===== config.mk =====
export PLATFORM = sky130hd
export DESIGN_NAME = cmd_executor
export DESIGN_NICKNAME = d
export VERILOG_FILES = /design/src/rtl/cmd_executor.sv
export SDC_FILE = /design/constraint.sdc
export NUM_CORES = 1
export LEC_CHECK = 0
export ABC_CLOCK_PERIOD_IN_PS = 2100
export CAP_MARGIN = 20
export CORE_UTILIZATION = 50
export CTS_BUF_LIST = sky130_fd_sc_hd__clkbuf_2 sky130_fd_sc_hd__clkbuf_4 sky130_fd_sc_hd__clkbuf_8
export DETAILED_ROUTE_END_ITERATION = 10
export GPL_ROUTABILITY_DRIVEN = 0
export GPL_TIMING_DRIVEN = 0
export PLACE_DENSITY = 0.72
export SETUP_SLACK_MARGIN = 0.1
export SYNTH_ARGS = -nofsm -noshare
export SYNTH_HDL_FRONTEND = slang
export SYNTH_SLANG_ARGS = --single-unit

===== constraint.sdc =====
create_clock -name clk -period 2.1 [get_ports clk]
set_input_delay 0.42 -clock clk [delete_from_list [all_inputs] [get_ports clk]]
set_output_delay 0.42 -clock clk [all_outputs]
set_load 0.03 [all_outputs]

===== src/rtl/cmd_executor.sv =====
// Command executor: decodes W/R/C commands against an NREGS x 8 register file
// and returns a status byte (plus a data byte for reads) toward a UART transmitter.
module cmd_executor #(
    parameter int NREGS = 16
) (
    input  logic       clk,
    input  logic       rst,
    input  logic [7:0] cmd,
    input  logic [7:0] addr,
    input  logic [7:0] data,
    input  logic       cmd_ready,
    output logic [7:0] tx_data,
    output logic       tx_valid,
    input  logic       tx_ready,
    output logic       busy,
    output logic       cmd_drop
);

    localparam int         AW      = $clog2(NREGS);
    localparam logic [8:0] NREGS_W = 9'(NREGS);

    localparam logic [1:0] IDLE      = 2'd0;
    localparam logic [1:0] SEND_STAT = 2'd1;
    localparam logic [1:0] SEND_DATA = 2'd2;

    localparam logic [7:0] CMD_W = 8'h57;
    localparam logic [7:0] CMD_R = 8'h52;
    localparam logic [7:0] CMD_C = 8'h43;
    localparam logic [7:0] ST_K  = 8'h4B;
    localparam logic [7:0] ST_D  = 8'h44;
    localparam logic [7:0] ST_E  = 8'h45;

    logic [1:0]    state_q,   state_d;
    logic [7:0]    regs_q [NREGS];
    logic [7:0]    regs_d [NREGS];
    logic [7:0]    tx_data_q, tx_data_d;
    logic [7:0]    rd_byte_q, rd_byte_d;
    logic          cmd_drop_q, cmd_drop_d;
    logic          addr_ok;
    logic [AW-1:0] idx;

    assign addr_ok = ({1'b0, addr} < NREGS_W);
    assign idx     = addr[AW-1:0];

    // All outputs come from flops or state, so cmd_ready/tx_ready never reach them combinationally.
    assign busy     = (state_q != IDLE);
    assign tx_valid = (state_q != IDLE);
    assign tx_data  = tx_data_q;
    assign cmd_drop = cmd_drop_q;

    always_comb begin
        // NOTE: every signal gets a default first so no path leaves it unassigned (no latches).
        state_d    = state_q;
        regs_d     = regs_q;
        tx_data_d  = tx_data_q;
        rd_byte_d  = rd_byte_q;
        cmd_drop_d = cmd_ready && (state_q != IDLE);

        case (state_q)
            IDLE: begin
                if (cmd_ready) begin
                    state_d = SEND_STAT;
                    if (cmd == CMD_W && addr_ok) begin
                        regs_d[idx] = data;
                        tx_data_d   = ST_K;
                    end else if (cmd == CMD_R && addr_ok) begin
                        rd_byte_d = regs_q[idx];
                        tx_data_d = ST_D;
                    end else if (cmd == CMD_C) begin
                        for (int i = 0; i < NREGS; i++) regs_d[i] = 8'h00;
                        tx_data_d = ST_K;
                    end else begin
                        tx_data_d = ST_E;
                    end
                end
            end
            SEND_STAT: begin
                if (tx_ready) begin
                    if (tx_data_q == ST_D) begin
                        state_d   = SEND_DATA;
                        tx_data_d = rd_byte_q;
                    end else begin
                        state_d = IDLE;
                    end
                end
            end
            SEND_DATA: begin
                if (tx_ready) state_d = IDLE;
            end
            default: state_d = IDLE;
        endcase
    end

    always_ff @(posedge clk) begin
        if (rst) begin
            // NOTE: the register file is reset explicitly because clear-on-reset is visible behaviour.
            state_q    <= IDLE;
            for (int i = 0; i < NREGS; i++) regs_q[i] <= 8'h00;
            tx_data_q  <= 8'h00;
            rd_byte_q  <= 8'h00;
            cmd_drop_q <= 1'b0;
        end else begin
            // NOTE: non-blocking assignments so every flop samples pre-edge values.
            state_q    <= state_d;
            regs_q     <= regs_d;
            tx_data_q  <= tx_data_d;
            rd_byte_q  <= rd_byte_d;
            cmd_drop_q <= cmd_drop_d;
        end
    end

endmodule

Word level (Yosys, flattened, before mapping)
Cells that the tools add are included.
{ "word_totals": {"regBits": 147, "latchBits": 0, "ramBits": 0, "romBits": 0, "inputBits": 28, "out_inout_bits": 11, "word_cells": 69, "n_memories": 0} }
{ "classes": {"add_sub_neg": 0, "multipliers": 0, "div_mod_pow": 0, "n_lt_le_gt_ge": 3, "eq_ne": 11, "shifts": 0, "mux": 21, "bitwise_logic": 2, "n_reduce_logical": 12} }
{ "op_table": {"columns": ["operator", "n"], "rows": [
  ["128-bit two-way mux", 3],
  ["128-bit bitwise mux", 1],
  ["8-bit two-way mux", 6],
  ["8-bit binary-select mux with 4-bit select", 1],
  ["8-bit demux with 4-bit select", 1],
  ["8-bit by 7-bit equality test with 1-bit output, second input constant", 4],
  ["8-bit one-hot mux with 2 select lines", 1],
  ["4-bit two-way mux", 3],
  ["4-bit AND reduction", 3],
  ["2-bit inequality test, second input constant", 5],
  ["8-bit by 5-bit less-than comparator with 1-bit output, second input constant", 1],
  ["2-bit two-way mux", 4],
  ["2-bit one-hot mux with 3 select lines", 1],
  ["2-bit nonzero test", 3],
  ["5-bit >= comparator, second input constant", 1],
  ["5-bit by 1-bit less-than comparator with 1-bit output, second input constant", 1],
  ["4-bit NOT with 5-bit output", 1],
  ["1-bit logical AND", 4],
  ["3-bit AND reduction", 1],
  ["2-bit by 1-bit equality test with 1-bit output, second input constant", 1],
  ["2-bit equality test, second input constant", 1],
  ["2-bit zero test", 1],
  ["1-bit NOT", 1]
]} }

Logic depth before layout (Yosys ltp)
Gate-level depths: netlist of the first run.
{ "logic_depth": {"word_depth": 7, "depth_mapped": 7} }

Worst setup path before layout of the first run
No wires, ideal clock.
{ "synth_timing": {"path_type": "input port to flip-flop", "start": "input port addr[0]", "end": "register rd_byte_q[1]", "setup_ns": 0.127, "arrival_time_ns": 1.862, "required_ns": 1.973, "path_slack_ns": 0.112, "path_stages": 6, "path_buffers": 2, "cell_sequence": "buf_2 > buf_4 > mux4_2 > mux2_2 > a22oi_1 > o21ai_0"} }
{ "synth_between": {"elab_chain_cells": 4, "word_cells_on_any_way": 9, "classes_between": "1 x order compare; 3 x mux; 2 x bitwise; 3 x reduce/logical"} }
{ "synth_rtl": {"columns": ["element", "line_no", "source"], "rows": [
  ["start: declaration", "9", "input logic [7:0] addr,"],
  ["8-bit by 5-bit less-than comparator with 1-bit output / 4-bit NOT with 5-bit output (equally long branches)", "42, 67", null],
  ["1-bit logical AND / 8-bit binary-select mux with 4-bit select (equally long branches)", "63, 67", null],
  ["1-bit NOT (no source line) / 8-bit two-way mux (equally long branches)", null, null],
  ["4-bit AND reduction (no source line) / 8-bit two-way mux (equally long branches)", null, null],
  ["end signal: assignment", "107", "rd_byte_q <= rd_byte_d;"],
  ["end: declaration", "37", "logic [7:0] rd_byte_q, rd_byte_d;"]
]} }
Several ways; a longest one is shown, not always the timed one. The select of a mux whose other input is x is not followed.
A chain may end at the register's enable or synchronous reset.

Worst setup path after layout of the first run
{ "layout_timing": {"start": "input port cmd_ready", "end": "register regs_q[69] in the netlist's numbering"} }
{ "layout_between": {"elab_chain_cells": 1} }
{ "layout_rtl": {"columns": ["element", "line_no", "source"], "rows": [
  ["start: declaration", "11", "input logic cmd_ready,"],
  ["4-bit AND reduction (no source line)", null, null],
  ["end signal: assignment", "105", "regs_q <= regs_d;"],
  ["end: declaration", "34", "logic [7:0] regs_q [NREGS];"]
]} }
No other way between the ends.

==> metrics, run 1 <==
CTS tree=yes; Vias/cell=6.69; vias in the first global route=between 4000 and 5000; Reg area=2940 um^2; Core Footprint=11600 um^2; Syn-to-layout area delta=22.2%; fin nets=608; ranking of synthesized cells by area=dfxtp_1 49%, o2bb2ai_1 19%, mux4_2 12%; synthesized flop and latch total=approximately 150; first-pass GRT wire length=26700 um; clk_skew=0.00957 ns; Slew @ Worst Pin=0.784 ns; non-filler cells in the finished layout=roughly 740; Initial Util=0.521; R2R setup slack=0.24 ns; Layout Utilization=0.637; GRT Total Usage=0.285; Die ar.=12500 um^2; Avg WL per Cell=23.3 um; synth unique cells=40; total of max-cap violations=0; drc violations=7; clk slew on worst S/H paths=0.07 ns; area of the multi-input gates=3160 um^2; IO Pins=39; Setup violations, final=0; DRT iter0 DRCs=around 500; TritonCTS buffer count=17; antenna cell count=0; Final Hold Viols=0; share of cells above drive strength 1=0.260; share of power burned in registers=0.511; Clk pwr share=0.412; outcome=complete, but fails checks; DP Wirelength=about 11000 um; worst path required time=2.45 ns; Gate Count Post-Synth=516; hold endpoint=regs_q[58]; antenna violations before repair=0; Sink Count=147; final wirelength=17100 um; Worst IR Drop VDD=0.390 mV; Hold Path Class=flop to flop; Net Count, Synth=544; Placed Area=approximately 6600 um^2; R2R Path End=regs_q[69]; r2r startpoint=state_q[0]; Std-Cell Rows=39; final worst setup slack=0.127 ns; slew margin rel.=0.474; Avg Cell Area, Syn=roughly 12 um^2; top cell type's share of synthesized area=0.488; Die H=between 100 and 150 um; Crit. End Element=flop; root buffer cell=clkbuf_8; Slew Limit Fails=0; # port buffers=35; sw frac=0.244; Crit Path Category=primary input to flop; RSZ-0062 raised after global routing=yes; Worst Path Arrival=2.32 ns; mapped cell area=6030 um^2; sequential fraction of the synthesis area=0.488; overflow left after global routing=0; Logic pwr share=0.077; final worst-path cycle share=0.940; Int Pwr=about 4100 uW; remaining antenna violation count after routing=0; 1st-pass router iterations=11; HP Start=regs_q[58]; Critical Path Fanout Max=10; fmax=0.507 GHz; H-tree depth=4; Switching Power=1340 uW; CTS max path bufs=2; Power Density=745 nW/um^2; Placed Instances=694; Post-Layout Inst Area=7360 um^2; via count of the routed design=4920; failing checks=DRC; pin count of the biggest net entering global routing=17; Worst Hold Path Cells=1; dominant cell type by area after synthesis=dfxtp_1; width of the die=approximately 110 um; R2R cell count=6; synth warn=0; Design Power=5480 uW; Worst setup SP type=primary input; Leak=0.00244 uW; Fillers=894; Skew-Pair Late Insertion Delay=0.47 ns; post-place setup slack=-0.900 ns; clock period minus worst slack=1.97 ns
-- cell type report --
| cell class | count | share of cell area |
|---|---|---|
| plain buffers | 30 | 0.0287 |
| multi-input cells | 334 | 0.429 |
| well taps | 143 | 0.0243 |
| inverters | 5 | 0.00306 |
| clock buffers | 23 | 0.0413 |
| repair buffers | 45 | 0.0602 |
| flip-flops and latches | 147 | 0.400 |
| clock inverters | 8 | 0.0138 |
-- cells in the mapped netlist, drive strengths merged --
master   number
dfxtp       147
o2bb2ai     128
mux4         32
nand2        27
o21ai        24
buf          23
nor3         15
nor2         12
nand3        11
or3          11
a21oi        10
a22oi         8
mux2          8
mux2i         8
clkbuf        7
nand2b        6
inv           4
nor2b         4
nor3b         4
or4           4
nand4         3
nor4          3
nor4b         3
a211oi        2
and3          2
a311oi        1
a31o          1
and4          1
clkinv        1
nand3b        1
o211a         1
o211ai        1
o31ai         1
or2           1
or3b          1
-- sequential cells by signal, summed over array words and instances (netlist names) --
signal and count:
regs_q 128, rd_byte_q 8, tx_data 8, state_q 2, cmd_drop 1
-- power by group through the flow --
| stage | Combinational (uW) | Clock [uW] | Sequential [uW] |
|---|---|---|---|
| after CTS | 395 | 2270 | 2800 |
| final | 424 | 2260 | 2800 |
| after global placement | 370 | 0 | 2870 |
| after floorplan | 204 | 0 | 2880 |
| after detailed placement | 373 | 0 | 2870 |
| after global routing | 449 | 2390 | 2800 |
-- layout by cell type, fill, tap and decap left out, types with 3 or more instances in the layout --
cell               n
buf_2              6
nor3_1             7
o2bb2ai_2          3
o2bb2ai_1        125
nand3_1            9
nor3_2             7
clkbuf_8          21
nand2_4            3
nand4_1            3
buf_6              9
o21ai_2           12
or4_1              3
nor2_1            12
nor2b_1            4
nor4_4             3
mux2i_1            8
clkdlybuf4s50_1   28
inv_1              4
dfxtp_1          147
or3_1             11
o21ai_0            8
buf_4             16
o21ai_4            3
nand2_1           18
mux4_2            32
nand2_2            6
nand2b_1           6
a22oi_1            8
clkbuf_1           4
a21oi_1           10
clkinvlp_4         4
clkbuf_4           4
mux2_2             8
dlymetal6s2s_1     5
-- worst max-delay path, stage by stage --
cell	delay [ns]
clkdlybuf4s50_1	0.51
nor3b_4	0.25
nand2_1	0.13
nand2_1	0.33
buf_4	0.30
o21ai_2	0.19
o2bb2ai_1	0.18
-- worst max-delay path by stage --
stage                   start            to  slack, ns  cells after the start
floorplan             addr[0]  rd_byte_q[1]       0.11                      6
global placement      addr[1]    regs_q[68]      -0.84                      6
detailed placement     cmd[6]    regs_q[41]      -0.90                      7
CTS                   addr[5]    regs_q[54]       0.09                      8
global route        cmd_ready    regs_q[19]       0.04                      7
finish              cmd_ready    regs_q[69]       0.13                      7
-- repair_timing --
action	4_1_cts	5_1_grt
endpoints found under the setup margin	138	138
hold buffers	0	0
buffers inserted	6	4
resized for setup	44	49
pin swaps	3	14
-- cells by family after synthesis --
| kind of cell | Yosys count | share of synthesized area |
|---|---|---|
| AOI/OAI and AO/OA | 177 | 0.235 |
| buffers and inverters | 35 | 0.0274 |
| DFF | 147 | 0.488 |
| muxes | 48 | 0.148 |
| and+or+nand+nor | 109 | 0.102 |
-- stage by stage --
stage	TNS (ns)	hold WS [ns]
floorplan	0	0.427
global placement	-93.75	0.439
detailed placement	-100.96	0.441
CTS	0	0.463
global route	0	0.474
finish	0	0.462
-- metal layers --
layer / up-vias / track usage / part of all wire
met5: - / 0 / 0
met4: 0 / 0.122 / 0.030
met3: 40 / 0.0708 / 0.094
met2: 273 / 0.424 / 0.46
met1: 2405 / 0.393 / 0.42
li1: 2202 / - / -
Power figures use the tool's default switching activity.
==> inputs of run 2 (changes only) <==
--- a/config.mk
+++ b/config.mk
@@ -8,7 +8,7 @@
 export ABC_CLOCK_PERIOD_IN_PS = 2100
 export CAP_MARGIN = 20
 export CORE_UTILIZATION = 50
-export CTS_BUF_LIST = sky130_fd_sc_hd__clkbuf_2 sky130_fd_sc_hd__clkbuf_4 sky130_fd_sc_hd__clkbuf_8
+export CTS_BUF_LIST = sky130_fd_sc_hd__clkbuf_4
 export DETAILED_ROUTE_END_ITERATION = 10
 export GPL_ROUTABILITY_DRIVEN = 0
 export GPL_TIMING_DRIVEN = 0
==> constraint.sdc (replaced) <==
create_clock -name clk -period 2.1 [get_ports clk]
set_input_delay 0.525 -clock clk [delete_from_list [all_inputs] [get_ports clk]]
set_output_delay 0.525 -clock clk [all_outputs]
set_load 0.03 [all_outputs]
==> metrics, run 2 (synthesized netlist as in run 1, its figures left out) <==
Slew Limit Fails=0 (unchanged); R2R Path End=regs_q[17] (was regs_q[69]); Slew @ Worst Pin=0.782 ns (was 0.784 ns); Post-CTS Hold Buffers=0 (unchanged); Avg WL per Cell=23.1 um (was 23.3 um); Die H=112 um (unchanged); Layout Utilization=0.630 (was 0.637); first-pass GRT wire length=26600 um (was 26700 um); Critical Path Fanout Max=10 (unchanged); hold endpoint=regs_q[27] (was regs_q[58]); Final Hold Viols=0 (unchanged); final wirelength=17200 um (was 17100 um); Hold Path Class=flop to flop (unchanged); final worst setup slack=0.112 ns (was 0.127 ns); TritonCTS buffer count=17 (unchanged); Setup violations, final=0 (unchanged); Std-Cell Rows=39 (unchanged); via count of the routed design=4965 (was 4920); Top reg by flops=regs_q (unchanged); RSZ-0062 raised after global routing=no (was yes); GRT Total Usage=0.281 (was 0.285); outcome=complete, but fails checks (unchanged); root buffer cell=clkbuf_4 (was clkbuf_8); post-place setup slack=-1.02 ns (was -0.900 ns); vias in the first global route=4869 (was 4834); CTS max path bufs=2 (unchanged); H-tree depth=4 (unchanged); 1st-pass router iterations=11 (unchanged); Vias/cell=6.68 (was 6.69); total of max-cap violations=0 (unchanged); Core Footprint=11600 um^2 (unchanged); Power Density=672 nW/um^2 (was 745 nW/um^2); most common cell after layout, fill and taps aside=dfxtp_1 (unchanged); final worst-path cycle share=0.947 (was 0.940); Initial Util=0.521 (unchanged); slowest CP cell=clkdlybuf4s50_1 (unchanged); pin count of the biggest net entering global routing=17 (unchanged); R2R cell count=8 (was 6); Design Power=4900 uW (was 5480 uW); clk_skew=0.0210 ns (was 0.00957 ns); drc violations=6 (was 7); antenna cell count=0 (unchanged); clock period minus worst slack=1.99 ns (was 1.97 ns); max FFs per register=128 (unchanged); Worst IR Drop VDD=0.314 mV (was 0.390 mV); share of cells above drive strength 1=0.273 (was 0.260); antenna violations before repair=0 (unchanged); failing checks=DRC (unchanged); Syn-to-layout area delta=20.9% (was 22.2%); Worst setup SP type=primary input (unchanged); largest stage delay on the critical path=0.54 ns (was 0.51 ns); Skew-Pair Late Insertion Delay=0.55 ns (was 0.47 ns); R2R setup slack=0.28 ns (was 0.24 ns); IO Pins=39 (unchanged); # port buffers=35 (unchanged); worst path required time=2.53 ns (was 2.45 ns); setup TNS=0 ns (unchanged); HP Start=regs_q[27] (was regs_q[58]); CTS tree=yes (unchanged); fin nets=615 (was 608); Die ar.=12500 um^2 (unchanged); CP cell instances=clkdlybuf4s50_1, clkbuf_4, nand2_1, or3_1, nor3_1, o21ai_2, o2bb2ai_1 (was clkdlybuf4s50_1, nor3b_4, nand2_1, nand2_1, buf_4, o21ai_2, o2bb2ai_1); Worst Path Arrival=2.42 ns (was 2.32 ns); fmax=0.503 GHz (was 0.507 GHz); Sink Count=147 (unchanged); overflow left after global routing=0 (unchanged); remaining antenna violation count after routing=0 (unchanged); clk slew on worst S/H paths=0.13 ns (was 0.07 ns); slew margin rel.=0.475 (was 0.474); DRT iter0 DRCs=578 (was 493); Crit Path Category=primary input to flop (unchanged); r2r startpoint=state_q[0] (unchanged); Worst Hold Path Cells=1 (unchanged); Crit. End Element=flop (unchanged); width of the die=112 um (unchanged); commonest non-fill, non-tap cells in the layout=145 x dfxtp_1, 125 x o2bb2ai_1, 32 x mux4_2 (was 147 x dfxtp_1, 125 x o2bb2ai_1, 32 x mux4_2); Leak=0.00244 uW (about the same); DP Wirelength=11400 um (was 11500 um)
run 2: through the flow:
step | instance area, um^2 | hold slack [ns] | std cells
3_3_place_gp | 6560 | 0.439 | 694
4_1_cts | 7040 | 0.473 | 733
5_1_grt | 7290 | 0.484 | 743
6_report | 7290 | 0.472 | 743
3_5_place_dp | 6560 | 0.441 | 694
2_1_floorplan | 6030 | 0.427 | 516
run 2: what timing repair did:
item	4_1_cts	5_1_grt
gates cloned	0	1
pin swaps	3	10
resized for setup	70	40
endpoints found under the setup margin	147	141
buffers inserted	7	9
run 2: layer usage:
layer / global-route usage / up-vias / wire length [um]
met1: 0.389 / 2482 / 7550
met2: 0.428 / 232 / 7940
met4: 0.109 / 0 / 454
li1: - / 2211 / -
met3: 0.0615 / 40 / 1230
met5: 0 / - / 0
run 2: worst max-delay path by stage:
stage | start | to | slack, ns | cells past startpoint
2_1_floorplan | cmd[5] | regs_q[104] | 0.11 | 6
3_3_place_gp | cmd[6] | regs_q[79] | -0.98 | 7
3_5_place_dp | cmd[6] | regs_q[119] | -1.02 | 7
4_1_cts | addr[7] | regs_q[9] | 0.07 | 9
5_1_grt | state_q[0] | tx_valid | 0.09 | 4
6_report | addr[1] | regs_q[97] | 0.11 | 7
run 2: cell type report:
class	count	area (um^2)
Fill cell	913	4280
Multi-Input combinational cell	334	3140
Sequential cell	147	2950
Timing Repair Buffer	52	507
Buffer	30	234
Tap cell	143	179
Clock inverter	15	131
Clock buffer	17	128
Inverter	5	20.0
run 2: report_power, final:
part	leakage (uW)	internal, uW	switching [uW]	total, uW
logic	0.00111	150	270	420
registers	0.00119	2800	7.25	2810
clock network	0.000140	597	1070	1670
total	0.00244	3550	1350	4900
run 2: critical path, delay by kind of cell:
kind / cells / cell delay, ns
AO/OA/AOI/OAI: 2 / 0.38
buffers and inverters: 2 / 0.78
AND/OR/NAND/NOR: 3 / 0.71
